`config.mk`:
```
export PLATFORM = sky130hd
export DESIGN_NAME = control_unit_flat
export DESIGN_NICKNAME = d
export VERILOG_FILES = /design/src/rtl/control_unit_if.sv /design/src/rtl/control_unit.sv /design/src/flat_wrapper.sv
export SDC_FILE = /design/constraint.sdc
export NUM_CORES = 1
export LEC_CHECK = 0
export CAP_MARGIN = 20
export CORE_MARGIN = 5
export CORE_UTILIZATION = 25
export DETAILED_ROUTE_END_ITERATION = 6
export HOLD_SLACK_MARGIN = 0.1
export PLACE_DENSITY_LB_ADDON = 0.25
export REMOVE_ABC_BUFFERS = 1
export SYNTH_ARGS = -nofsm -noshare
export SYNTH_HDL_FRONTEND = slang
export SYNTH_SLANG_ARGS = --single-unit
```
`constraint.sdc`:
```
create_clock -name clk -period 5.5 [get_ports clk]
set_input_delay 0.825 -clock clk [delete_from_list [all_inputs] [get_ports clk]]
set_output_delay 0.825 -clock clk [all_outputs]
set_load 0.005 [all_outputs]
```
`src/rtl/control_unit_if.sv`:
```
// control_unit_if
// Bundles the instruction-decode inputs, the memory handshake and every
// datapath control line between the multicycle control FSM and the datapath.
//   master : control unit side (drives controls, sees opcode/funct/mem_ready)
//   slave  : datapath side
// Parameter ALUOP_W sets the width of ALUOp.
interface control_unit_if #(
  parameter int ALUOP_W = 4
);
  logic [5:0]         opcode;
  logic [5:0]         funct;
  logic               mem_ready;
  logic               PCWrite;
  logic               PCWriteCond;
  logic               IorD;
  logic               MemRead;
  logic               MemWrite;
  logic               IRWrite;
  logic               MemtoReg;
  logic               ALUSrcA;
  logic               RegWrite;
  logic               RegDst;
  logic [1:0]         PCSource;
  logic [1:0]         ALUSrcB;
  logic [ALUOP_W-1:0] ALUOp;

  modport master (
    input  opcode, funct, mem_ready,
    output PCWrite, PCWriteCond, IorD, MemRead, MemWrite, IRWrite,
           MemtoReg, ALUSrcA, RegWrite, RegDst, PCSource, ALUSrcB, ALUOp
  );

  modport slave (
    output opcode, funct, mem_ready,
    input  PCWrite, PCWriteCond, IorD, MemRead, MemWrite, IRWrite,
           MemtoReg, ALUSrcA, RegWrite, RegDst, PCSource, ALUSrcB, ALUOp
  );
endinterface

```
`src/rtl/control_unit.sv`:
```
// control_unit
// Multicycle CPU control FSM. Decodes opcode/funct and drives the datapath
// controls one state per cycle; memory states stall on mem_ready. Keeps a
// retired-instruction counter for bring-up.
// Ports:
//   clk          rising-edge clock
//   reset        asynchronous active-low reset
//   bus          control_unit_if.master (opcode, funct, mem_ready, controls)
//   state        current state (debug)
//   illegal_op   trap indication
//   instr_count  retired instructions, wraps at 2^CNT_W
// Build option: define CTRL_ILLEGAL_TRAP_EN to trap unknown opcode/funct in
// HALT; otherwise unknown instructions retire as NOPs.
//
// state        | meaning
// FETCH    (0) | read instruction, PC+1 (IR/PC strobes wait on mem_ready)
// DECODE   (1) | dispatch, precompute branch target
// MEMADDR  (2) | base + sign-ext offset
// MEMREAD  (3) | load data read, waits on mem_ready
// MEMWB    (4) | load writeback
// MEMWRITE (5) | store, MemWrite strobes with mem_ready
// EXECUTE  (6) | R-type ALU op from funct
// RTYPE_WB (7) | R-type writeback to rd
// BRANCH   (8) | BEQ compare, conditional PC write
// JUMP     (9) | PC <= jump target
// IMM_EXEC(10) | ADDI / ORI ALU op
// IMM_WB  (11) | immediate writeback to rt
// HALT    (12) | illegal instruction trap (trap build only)
module control_unit #(
  parameter int ALUOP_W = 4,
  parameter int CNT_W   = 32
) (
  input  logic                 clk,
  input  logic                 reset,
  control_unit_if.master       bus,
  output logic [3:0]           state,
  output logic                 illegal_op,
  output logic [CNT_W-1:0]     instr_count
);

  typedef enum logic [3:0] {
    S_FETCH    = 4'd0,
    S_DECODE   = 4'd1,
    S_MEMADDR  = 4'd2,
    S_MEMREAD  = 4'd3,
    S_MEMWB    = 4'd4,
    S_MEMWRITE = 4'd5,
    S_EXECUTE  = 4'd6,
    S_RTYPE_WB = 4'd7,
    S_BRANCH   = 4'd8,
    S_JUMP     = 4'd9,
    S_IMM_EXEC = 4'd10,
    S_IMM_WB   = 4'd11,
    S_HALT     = 4'd12
  } state_e;

  localparam logic [5:0] OP_RTYPE = 6'b000000;
  localparam logic [5:0] OP_LW    = 6'b100011;
  localparam logic [5:0] OP_SW    = 6'b101011;
  localparam logic [5:0] OP_BEQ   = 6'b000100;
  localparam logic [5:0] OP_J     = 6'b000010;
  localparam logic [5:0] OP_ADDI  = 6'b001000;
  localparam logic [5:0] OP_ORI   = 6'b001101;

  localparam logic [ALUOP_W-1:0] ALU_ADD = ALUOP_W'(0);
  localparam logic [ALUOP_W-1:0] ALU_SUB = ALUOP_W'(1);
  localparam logic [ALUOP_W-1:0] ALU_AND = ALUOP_W'(2);
  localparam logic [ALUOP_W-1:0] ALU_OR  = ALUOP_W'(3);
  localparam logic [ALUOP_W-1:0] ALU_XOR = ALUOP_W'(4);
  localparam logic [ALUOP_W-1:0] ALU_SLT = ALUOP_W'(5);

  function automatic logic funct_legal(input logic [5:0] f);
    return (f == 6'b100000) || (f == 6'b100010) || (f == 6'b100100) ||
           (f == 6'b100101) || (f == 6'b100110) || (f == 6'b101010);
  endfunction

  function automatic logic [ALUOP_W-1:0] alu_from_funct(input logic [5:0] f);
    case (f)
      6'b100010: return ALU_SUB;
      6'b100100: return ALU_AND;
      6'b100101: return ALU_OR;
      6'b100110: return ALU_XOR;
      6'b101010: return ALU_SLT;
      default:   return ALU_ADD;
    endcase
  endfunction

  state_e             state_q, state_d;
  logic [CNT_W-1:0]   cnt_q, cnt_d;
  // Low for the first cycle after reset so FETCH controls appear one cycle later.
  logic               active_q;
  // Moore controls are registered from the next state; the mem_ready-gated
  // strobes keep only their enable in a flop.
  logic               fetch_q, fetch_d;
  logic               mem_write_en_q, mem_write_en_d;
  logic               pc_write_q, pc_write_d;
  logic               pc_write_cond_q, pc_write_cond_d;
  logic               iord_q, iord_d;
  logic               mem_read_q, mem_read_d;
  logic               mem_to_reg_q, mem_to_reg_d;
  logic               alu_src_a_q, alu_src_a_d;
  logic               reg_write_q, reg_write_d;
  logic               reg_dst_q, reg_dst_d;
  logic [1:0]         pc_source_q, pc_source_d;
  logic [1:0]         alu_src_b_q, alu_src_b_d;
  logic [ALUOP_W-1:0] alu_op_q, alu_op_d;
`ifdef CTRL_ILLEGAL_TRAP_EN
  logic               illegal_q, illegal_d;
`endif

  always_comb begin
    logic retire;
    logic bad_instr;
    state_d   = state_q;
    retire    = 1'b0;
    bad_instr = 1'b0;
    if (active_q) begin
      case (state_q)
        S_FETCH:    if (bus.mem_ready) state_d = S_DECODE;
        S_DECODE: begin
          case (bus.opcode)
            OP_LW, OP_SW:    state_d = S_MEMADDR;
            OP_RTYPE: begin
              if (funct_legal(bus.funct)) state_d = S_EXECUTE;
              else                        bad_instr = 1'b1;
            end
            OP_BEQ:          state_d = S_BRANCH;
            OP_J:            state_d = S_JUMP;
            OP_ADDI, OP_ORI: state_d = S_IMM_EXEC;
            default:         bad_instr = 1'b1;
          endcase
          if (bad_instr) begin
`ifdef CTRL_ILLEGAL_TRAP_EN
            state_d = S_HALT;
`else
            state_d = S_FETCH;
            retire  = 1'b1;
`endif
          end
        end
        S_MEMADDR:  state_d = (bus.opcode == OP_LW) ? S_MEMREAD : S_MEMWRITE;
        S_MEMREAD:  if (bus.mem_ready) state_d = S_MEMWB;
        S_MEMWRITE: begin
          if (bus.mem_ready) begin
            state_d = S_FETCH;
            retire  = 1'b1;
          end
        end
        S_EXECUTE:  state_d = S_RTYPE_WB;
        S_IMM_EXEC: state_d = S_IMM_WB;
        S_MEMWB, S_RTYPE_WB, S_BRANCH, S_JUMP, S_IMM_WB: begin
          state_d = S_FETCH;
          retire  = 1'b1;
        end
`ifdef CTRL_ILLEGAL_TRAP_EN
        S_HALT:     state_d = S_HALT;
`endif
        default:    state_d = S_FETCH;
      endcase
    end else begin
      state_d = S_FETCH;
    end

    cnt_d = retire ? cnt_q + CNT_W'(1) : cnt_q;

    fetch_d         = 1'b0;
    mem_write_en_d  = 1'b0;
    pc_write_d      = 1'b0;
    pc_write_cond_d = 1'b0;
    iord_d          = 1'b0;
    mem_read_d      = 1'b0;
    mem_to_reg_d    = 1'b0;
    alu_src_a_d     = 1'b0;
    reg_write_d     = 1'b0;
    reg_dst_d       = 1'b0;
    pc_source_d     = 2'b00;
    alu_src_b_d     = 2'b00;
    alu_op_d        = ALU_ADD;
`ifdef CTRL_ILLEGAL_TRAP_EN
    illegal_d       = 1'b0;
`endif
    case (state_d)
      S_FETCH: begin
        fetch_d     = 1'b1;
        mem_read_d  = 1'b1;
        alu_src_b_d = 2'b01;
      end
      S_DECODE:   alu_src_b_d = 2'b10;
      S_MEMADDR: begin
        alu_src_a_d = 1'b1;
        alu_src_b_d = 2'b10;
      end
      S_MEMREAD: begin
        mem_read_d = 1'b1;
        iord_d     = 1'b1;
      end
      S_MEMWB: begin
        reg_write_d  = 1'b1;
        mem_to_reg_d = 1'b1;
      end
      S_MEMWRITE: begin
        mem_write_en_d = 1'b1;
        iord_d         = 1'b1;
      end
      S_EXECUTE: begin
        alu_src_a_d = 1'b1;
        alu_op_d    = alu_from_funct(bus.funct);
      end
      S_RTYPE_WB: begin
        reg_write_d = 1'b1;
        reg_dst_d   = 1'b1;
      end
      S_BRANCH: begin
        alu_src_a_d     = 1'b1;
        alu_op_d        = ALU_SUB;
        pc_write_cond_d = 1'b1;
        pc_source_d     = 2'b01;
      end
      S_JUMP: begin
        pc_write_d  = 1'b1;
        pc_source_d = 2'b10;
      end
      S_IMM_EXEC: begin
        alu_src_a_d = 1'b1;
        if (bus.opcode == OP_ORI) begin
          alu_src_b_d = 2'b11;
          alu_op_d    = ALU_OR;
        end else begin
          alu_src_b_d = 2'b10;
        end
      end
      S_IMM_WB:   reg_write_d = 1'b1;
`ifdef CTRL_ILLEGAL_TRAP_EN
      S_HALT:     illegal_d = 1'b1;
`endif
      default: ;
    endcase
  end

  always_ff @(posedge clk or negedge reset) begin
    if (!reset) begin
      state_q         <= S_FETCH;
      cnt_q           <= '0;
      active_q        <= 1'b0;
      fetch_q         <= 1'b0;
      mem_write_en_q  <= 1'b0;
      pc_write_q      <= 1'b0;
      pc_write_cond_q <= 1'b0;
      iord_q          <= 1'b0;
      mem_read_q      <= 1'b0;
      mem_to_reg_q    <= 1'b0;
      alu_src_a_q     <= 1'b0;
      reg_write_q     <= 1'b0;
      reg_dst_q       <= 1'b0;
      pc_source_q     <= 2'b00;
      alu_src_b_q     <= 2'b00;
      alu_op_q        <= '0;
`ifdef CTRL_ILLEGAL_TRAP_EN
      illegal_q       <= 1'b0;
`endif
    end else begin
      state_q         <= state_d;
      cnt_q           <= cnt_d;
      active_q        <= 1'b1;
      fetch_q         <= fetch_d;
      mem_write_en_q  <= mem_write_en_d;
      pc_write_q      <= pc_write_d;
      pc_write_cond_q <= pc_write_cond_d;
      iord_q          <= iord_d;
      mem_read_q      <= mem_read_d;
      mem_to_reg_q    <= mem_to_reg_d;
      alu_src_a_q     <= alu_src_a_d;
      reg_write_q     <= reg_write_d;
      reg_dst_q       <= reg_dst_d;
      pc_source_q     <= pc_source_d;
      alu_src_b_q     <= alu_src_b_d;
      alu_op_q        <= alu_op_d;
`ifdef CTRL_ILLEGAL_TRAP_EN
      illegal_q       <= illegal_d;
`endif
    end
  end

  // Side-effect strobes are held off during mem_ready wait cycles.
  assign bus.PCWrite     = pc_write_q | (fetch_q & bus.mem_ready);
  assign bus.IRWrite     = fetch_q & bus.mem_ready;
  assign bus.MemWrite    = mem_write_en_q & bus.mem_ready;
  assign bus.PCWriteCond = pc_write_cond_q;
  assign bus.IorD        = iord_q;
  assign bus.MemRead     = mem_read_q;
  assign bus.MemtoReg    = mem_to_reg_q;
  assign bus.ALUSrcA     = alu_src_a_q;
  assign bus.RegWrite    = reg_write_q;
  assign bus.RegDst      = reg_dst_q;
  assign bus.PCSource    = pc_source_q;
  assign bus.ALUSrcB     = alu_src_b_q;
  assign bus.ALUOp       = alu_op_q;

  assign state       = state_q;
  assign instr_count = cnt_q;
`ifdef CTRL_ILLEGAL_TRAP_EN
  assign illegal_op  = illegal_q;
`else
  assign illegal_op  = 1'b0;
`endif

endmodule

```
`src/flat_wrapper.sv`:
```
// flat-port wrapper written by rule: the top's interface ports become plain ports
module control_unit_flat 
#(
  parameter int ALUOP_W = 4,
  parameter int CNT_W   = 32
)
  (clk, reset, state, illegal_op, instr_count, bus_opcode, bus_funct, bus_mem_ready, bus_PCWrite, bus_PCWriteCond, bus_IorD, bus_MemRead, bus_MemWrite, bus_IRWrite, bus_MemtoReg, bus_ALUSrcA, bus_RegWrite, bus_RegDst, bus_PCSource, bus_ALUSrcB, bus_ALUOp);
  control_unit_if #(.ALUOP_W(ALUOP_W)) bus_i ();
  input  logic clk;
  input  logic reset;
  output logic [3:0] state;
  output logic illegal_op;
  output logic [CNT_W-1:0] instr_count;
  input wire logic [$bits(bus_i.opcode)-1:0] bus_opcode;
  input wire logic [$bits(bus_i.funct)-1:0] bus_funct;
  input wire logic [$bits(bus_i.mem_ready)-1:0] bus_mem_ready;
  output wire logic [$bits(bus_i.PCWrite)-1:0] bus_PCWrite;
  output wire logic [$bits(bus_i.PCWriteCond)-1:0] bus_PCWriteCond;
  output wire logic [$bits(bus_i.IorD)-1:0] bus_IorD;
  output wire logic [$bits(bus_i.MemRead)-1:0] bus_MemRead;
  output wire logic [$bits(bus_i.MemWrite)-1:0] bus_MemWrite;
  output wire logic [$bits(bus_i.IRWrite)-1:0] bus_IRWrite;
  output wire logic [$bits(bus_i.MemtoReg)-1:0] bus_MemtoReg;
  output wire logic [$bits(bus_i.ALUSrcA)-1:0] bus_ALUSrcA;
  output wire logic [$bits(bus_i.RegWrite)-1:0] bus_RegWrite;
  output wire logic [$bits(bus_i.RegDst)-1:0] bus_RegDst;
  output wire logic [$bits(bus_i.PCSource)-1:0] bus_PCSource;
  output wire logic [$bits(bus_i.ALUSrcB)-1:0] bus_ALUSrcB;
  output wire logic [$bits(bus_i.ALUOp)-1:0] bus_ALUOp;
  assign bus_i.opcode = bus_opcode;
  assign bus_i.funct = bus_funct;
  assign bus_i.mem_ready = bus_mem_ready;
  assign bus_PCWrite = bus_i.PCWrite;
  assign bus_PCWriteCond = bus_i.PCWriteCond;
  assign bus_IorD = bus_i.IorD;
  assign bus_MemRead = bus_i.MemRead;
  assign bus_MemWrite = bus_i.MemWrite;
  assign bus_IRWrite = bus_i.IRWrite;
  assign bus_MemtoReg = bus_i.MemtoReg;
  assign bus_ALUSrcA = bus_i.ALUSrcA;
  assign bus_RegWrite = bus_i.RegWrite;
  assign bus_RegDst = bus_i.RegDst;
  assign bus_PCSource = bus_i.PCSource;
  assign bus_ALUSrcB = bus_i.ALUSrcB;
  assign bus_ALUOp = bus_i.ALUOp;
  control_unit #(.ALUOP_W(ALUOP_W), .CNT_W(CNT_W)) u_core (.clk(clk), .reset(reset), .bus(bus_i), .state(state), .illegal_op(illegal_op), .instr_count(instr_count));
endmodule
```
* Yosys cells after proc, flatten, opt, wreduce, memory -nomap -nowiden
Cells that the tools add are included.
** Storage, ports and cells
- Bits in registers :: 55
- Bits of input ports :: 15
- Output and inout bits :: 55
- Logic and storage cells :: 104
** Operators by class
- Add/subtract/negate cells :: 1
- Equal/unequal tests :: 34
- Muxes and demuxes :: 33
- Bitwise logic cells :: 3
- Reduce and logical (&&, ||, !) cells :: 17
** Operators by type and width (count)
- equality test 6 bit (second input constant) :: 8
- adder 32 x 1 -> 32 bit (second input constant) :: 1
- equality test 4 x 3 -> 1 bit (second input constant) :: 8
- equality test 4 bit (second input constant) :: 8
- case mux 4 bit (7 select lines) :: 1
- two-way mux 4 bit :: 6
- case mux 4 bit (5 select lines) :: 1
- two-way mux 1 bit :: 17
- equality test 4 x 2 -> 1 bit (second input constant) :: 4
- case mux 3 bit (5 select lines) :: 1
- equality test 6 x 4 -> 1 bit (second input constant) :: 2
- case mux 4 bit (3 select lines) :: 1
- OR reduction 2 bit :: 5
- equality test 4 x 1 -> 1 bit (second input constant) :: 2
- zero test 4 bit :: 2
- equality test 6 x 2 -> 1 bit (second input constant) :: 1
- equality test 6 x 3 -> 1 bit (second input constant) :: 1
- zero test 6 bit :: 1
- case mux 2 bit (3 select lines) :: 1
- OR reduction 6 bit :: 1
- logical OR 1 bit :: 5
- OR reduction 5 bit :: 1
- case mux 2 bit (2 select lines) :: 1
- OR reduction 4 bit :: 1
- other kinds (7) :: 8

* Longest topological paths before layout
- Word-level depth :: 16
- Mapped depth :: 8

* Least setup slack after synthesis
OpenSTA, ideal clock, no wires.
- Path kind :: input-to-reg
- From :: input port bus_opcode[2]
- To :: register u_core.cnt_q[18], in the netlist u_core.instr_count[18]
- Data arrival time :: 2.560 ns
- Slack :: 2.814 ns
- Stages on the path :: 7
- Buffers on the path :: 1
- Cell sequence :: buf_2 or3_4 nor4_4 a32oi_2 a2111oi_4 nand3_1 xnor2_1
** On the way
- Cells in the longest elaborated chain, start to end :: 8
** Ends and longest elaborated chain
- start, declared :: RTL line flat_wrapper.sv:14 : input wire logic [$bits(bus_i.opcode)-1:0] bus_opcode;
- equality test 6 bit, or another cell as far along :: RTL line control_unit.sv:121 : case (bus.opcode)
- OR reduction 6 bit (no source line)
- case mux 1 bit (2 select lines) (*) :: RTL line control_unit.sv:121
- two-way mux 1 bit (*) :: RTL line control_unit.sv:118 : case (state_q)
- two-way mux 1 bit (*) :: RTL line control_unit.sv:117 : if (active_q) begin
- two-way mux 1 bit (*) :: RTL line control_unit.sv:132 : if (bad_instr) begin
- case mux 1 bit (3 select lines) (*) :: RTL line control_unit.sv:118
- two-way mux 1 bit (*) :: RTL line control_unit.sv:117
- end signal, assigned :: RTL line control_unit.sv:263 : cnt_q <= cnt_d;
- end, declared :: RTL line control_unit.sv:89 : logic [CNT_W-1:0] cnt_q, cnt_d;
Every way passes the cells marked *; elsewhere a longest branch is shown, timed or not. The select of a mux whose other input is x is not followed.
A chain may end at the register's enable or synchronous reset.

* Final worst setup path
- From :: input port bus_opcode[2]
- To :: register u_core.iord_q, in the netlist u_core.bus.IorD
** On the way
- Cells in the longest elaborated chain, start to end :: 11
** Ends and longest elaborated chain
- equality test 6 bit, or another cell as far along :: RTL line control_unit.sv:121
- OR reduction 6 bit (no source line)
- case mux 1 bit (2 select lines) :: RTL line control_unit.sv:121
- two-way mux 1 bit :: RTL line control_unit.sv:118
- two-way mux 1 bit :: RTL line control_unit.sv:117
- two-way mux 4 bit (*) :: RTL line control_unit.sv:132
- case mux 4 bit (7 select lines) (*) :: RTL line control_unit.sv:118
- two-way mux 4 bit (*) :: RTL line control_unit.sv:117
- named net u_core.state_d[3] :: RTL line control_unit.sv:88 : state_e state_q, state_d;
- equality test 4 x 3 -> 1 bit / equality test 4 x 2 -> 1 bit (equally long branches) :: RTL line control_unit.sv:182 : case (state_d)
- OR reduction 2 bit (no source line) (*)
- two-way mux 1 bit (*) :: RTL line control_unit.sv:182
- named net u_core.iord_d :: RTL line control_unit.sv:98 : logic iord_q, iord_d;
- end signal, assigned :: RTL line control_unit.sv:269 : iord_q <= iord_d;
- end, declared :: RTL line control_unit.sv:98
The timed path passes the listed nets; every way through them passes the cells marked *. The select of a mux whose other input is x is not followed.

==> flow_metrics.env <==
export IMPL_fp_dieW_um=115.3
export IMPL_drv_slew=0
export IMPL_whs_ps=503.3
export IMPL_yosys_top_cells_count="dfrtp_1, nand2_1, xnor2_1, nand3_1, nor2_1"
export IMPL_cp_slowest_cell="clkdlybuf4s50_1"
export IMPL_htreeDepth=2
export IMPL_area_delta_synth_final_pct=31.48
export IMPL_place_congestion=0.7940
export IMPL_clkLatencyLatePin_ps=300
export IMPL_grt_usage_pct=10.14
export IMPL_cts_resized=0
export IMPL_hpwl_mm=4.926
export IMPL_port_buffers=67
export IMPL_drtIter0Drc=101
export IMPL_cts_root_buf="clkbuf_8"
export IMPL_vias_per_cell=4.682
export IMPL_placedInstanceArea_um2=3553
export IMPL_fp_dieH_um=115.3
export IMPL_crit_required_ps=5710
export IMPL_leakagePower_nw=1.457
export IMPL_cap_violations=0
export IMPL_p_per_area_nw_per_um2=212.5
export IMPL_core_um2=10840
export IMPL_ys_seq_area_share_pct=47.88
export IMPL_finalSetupViolations=0
export IMPL_path_clk_slew_ps=100
export IMPL_cts_buffers=5
export IMPL_ir_worst_vdd_mv=0.1363
export IMPL_num_io_pins=70
export IMPL_drtAntennaViolNets=0
export IMPL_cts_sink_count=53
export IMPL_grt_overflow=0
export IMPL_syn_inst=269
export IMPL_hold_path_class="flop to flop"
export IMPL_diodes=0
export IMPL_slowest_delay_ps=650
export IMPL_grt_max_degree=54
export IMPL_fp_dieArea_um2=13290
export IMPL_post_route_min_period_ps=3200
export IMPL_fin_worst_skew_ps=8.445
export IMPL_clock_path_buffers=2
export IMPL_endpoint_kind="flop"
export IMPL_synth_avg_cell_area_um2=10.30
export IMPL_holdBufCountCts=0
export IMPL_outcome="finished, final reports clean"
export IMPL_yosysTopAreaCell="dfrtp_1"
export IMPL_hold_viol=0
export IMPL_final_net_count=350
export IMPL_wl_per_cell_um=14.06
export IMPL_drive_above_1_share_pct=6.567
export IMPL_finalInstanceArea_um2=3642
export IMPL_ys_types=57
export IMPL_yosysWarnings=0
export IMPL_timing_fmax_mhz=312.5
export IMPL_synth_edff_count=0
export IMPL_rsz0062_at_grt="no"
export IMPL_dr_pass1_iters=4
export IMPL_synthDominantCellAreaShare_pct=47.88
export IMPL_cts_tree="built"
export IMPL_ys_ff_latch=53
export IMPL_antenna_found_initial=0
export IMPL_rows=38
export IMPL_path_cells="clkdlybuf4s50_1, and3b_1, o21ai_1, a21oi_1, a31oi_1, inv_1, a211o_1, a21boi_0"
export IMPL_initial_core_util_pct=25.55
export IMPL_synth_area_um2=2770
export IMPL_route_detailed_drc=0
export IMPL_arrival_ps=3410
export IMPL_vias=2224
export IMPL_synth_area_leaders="dfrtp_1, xnor2_1, nand3_1"
export IMPL_synth_most_common_cell="dfrtp_1"
export IMPL_post_cts_setup_buffers=0
export IMPL_synth_top_flop_cell="dfrtp_1"
export IMPL_startpoint_type="primary input"
export IMPL_worstPathMaxFanout=9
export IMPL_routed_wl_mm=6.679
export IMPL_async_flop_share_pct=100.0
export IMPL_worstSetupPathType="primary input to flop"
export IMPL_fin_crit_sh_pct=58.18
export IMPL_grt_pass1_vias=2173
export IMPL_relSlewSlack_pct=52.86
export IMPL_setup_tns_ps=0
export IMPL_grt_pass1_wl_mm=10.82
export IMPL_tightestPinTransition_ps=707.1
final timing paths:
check                                              startpoint                            endpoint  slack (ps)  cells after the start
max                                             bus_opcode[2]           u_core.bus.IorD$_DFF_PN0_        2300                      8
min                        u_core.instr_count[31]$_DFFE_PN0P_  u_core.instr_count[31]$_DFFE_PN0P_         500                      1
max reg2reg                         u_core.state[3]$_DFF_PN0_       u_core.bus.ALUOp[0]$_DFF_PN0_        2990                      6
min reg2reg                u_core.instr_count[31]$_DFFE_PN0P_  u_core.instr_count[31]$_DFFE_PN0P_         500                      1
max in group asynchronous                               reset  u_core.instr_count[18]$_DFFE_PN0P_        4400                      2
min in group asynchronous                               reset   u_core.instr_count[0]$_DFFE_PN0P_         640                      2
cells by family after synthesis:
kind of cell	Yosys count	synth area share [%]
compound gates	44	13.37
other cells	2	0.2711
mux	1	0.4065
simple gates	116	23.49
fa+ha+maj	2	0.8581
buf+inv	18	3.297
flops	53	47.88
xor+xnor	33	10.43
flip-flops by register name, summed over array words and instances, names as in the netlist, 2 cells and up:
signal / flops
u_core.state: 4
u_core.instr_count: 32
u_core.bus.ALUOp: 3
u_core.bus.PCSource: 2
u_core.bus.ALUSrcB: 2
cells in the final DEF, fill, tap and decap left out, types with 2 or more instances in the layout:
master	n
a2111oi_4	2
a211oi_1	2
a21boi_0	3
a21o_1	2
a21oi_1	8
a31oi_1	3
and2_1	3
and3_1	5
buf_2	2
clkbuf_1	2
clkbuf_8	5
clkdlybuf4s50_1	66
conb_1	3
dfrtp_1	53
inv_1	5
nand2_1	24
nand2b_1	9
nand3_1	20
nand4_1	10
nor2_1	14
nor3_1	7
nor3b_1	5
nor4_1	5
nor4b_1	2
o21a_1	2
o21ai_0	5
o21ai_1	3
o21bai_1	2
or3_1	2
xnor2_1	24
xor2_1	9
cell type report:
| cell class | count | area (um2) |
|---|---|---|
| well taps | 140 | 175.2 |
| repair buffers | 69 | 678.2 |
| clock inverters | 1 | 7.507 |
| fillers | 1144 | 7198 |
| multi-input cells | 199 | 1356 |
| inverters | 6 | 22.52 |
| clock buffers | 7 | 76.32 |
| flip-flops and latches | 53 | 1326 |
worst max-delay path: cells and delay by family:
kind | cells | cell delay, ps
buffers and inverters | 2 | 910
AO/OA/AOI/OAI | 5 | 1450
AND/OR/NAND/NOR | 1 | 220
metal layers:
| metal | up-vias | wire length [um] | share of wire [%] | GRT usage, % |
|---|---|---|---|---|
| met1 | 1076 | 3285 | 49 | 14.52 |
| met4 | 0 | 69 | 1.0 | 3.286 |
| met5 | - | 0 | 0 | 0 |
| li1 | 1084 | - | - | - |
| met2 | 60 | 2949 | 44 | 15.39 |
| met3 | 4 | 373 | 5.6 | 1.947 |
power by group:
group          switching [mW]  internal, mW  leakage, nW
Combinational          0.0578        0.0640        0.704
Clock                   0.131        0.0906       0.0385
Sequential             0.0241         0.407        0.715
Total                   0.213         0.561         1.46
stage by stage:
| step | util, % | power, mW | instances | setup slack, ps |
|---|---|---|---|---|
| after floorplan | - | 0.4861 | 258 | 2753 |
| after global placement | 32.78 | 0.5602 | 466 | 1840 |
| after detailed placement | 32.78 | 0.5621 | 466 | 1709 |
| after CTS | 33.55 | 0.7861 | 474 | 2094 |
| after global routing | 33.60 | 0.8157 | 475 | 2083 |
| final | 33.60 | 0.7740 | 475 | 2300 |
Power figures use the tool's default switching activity.
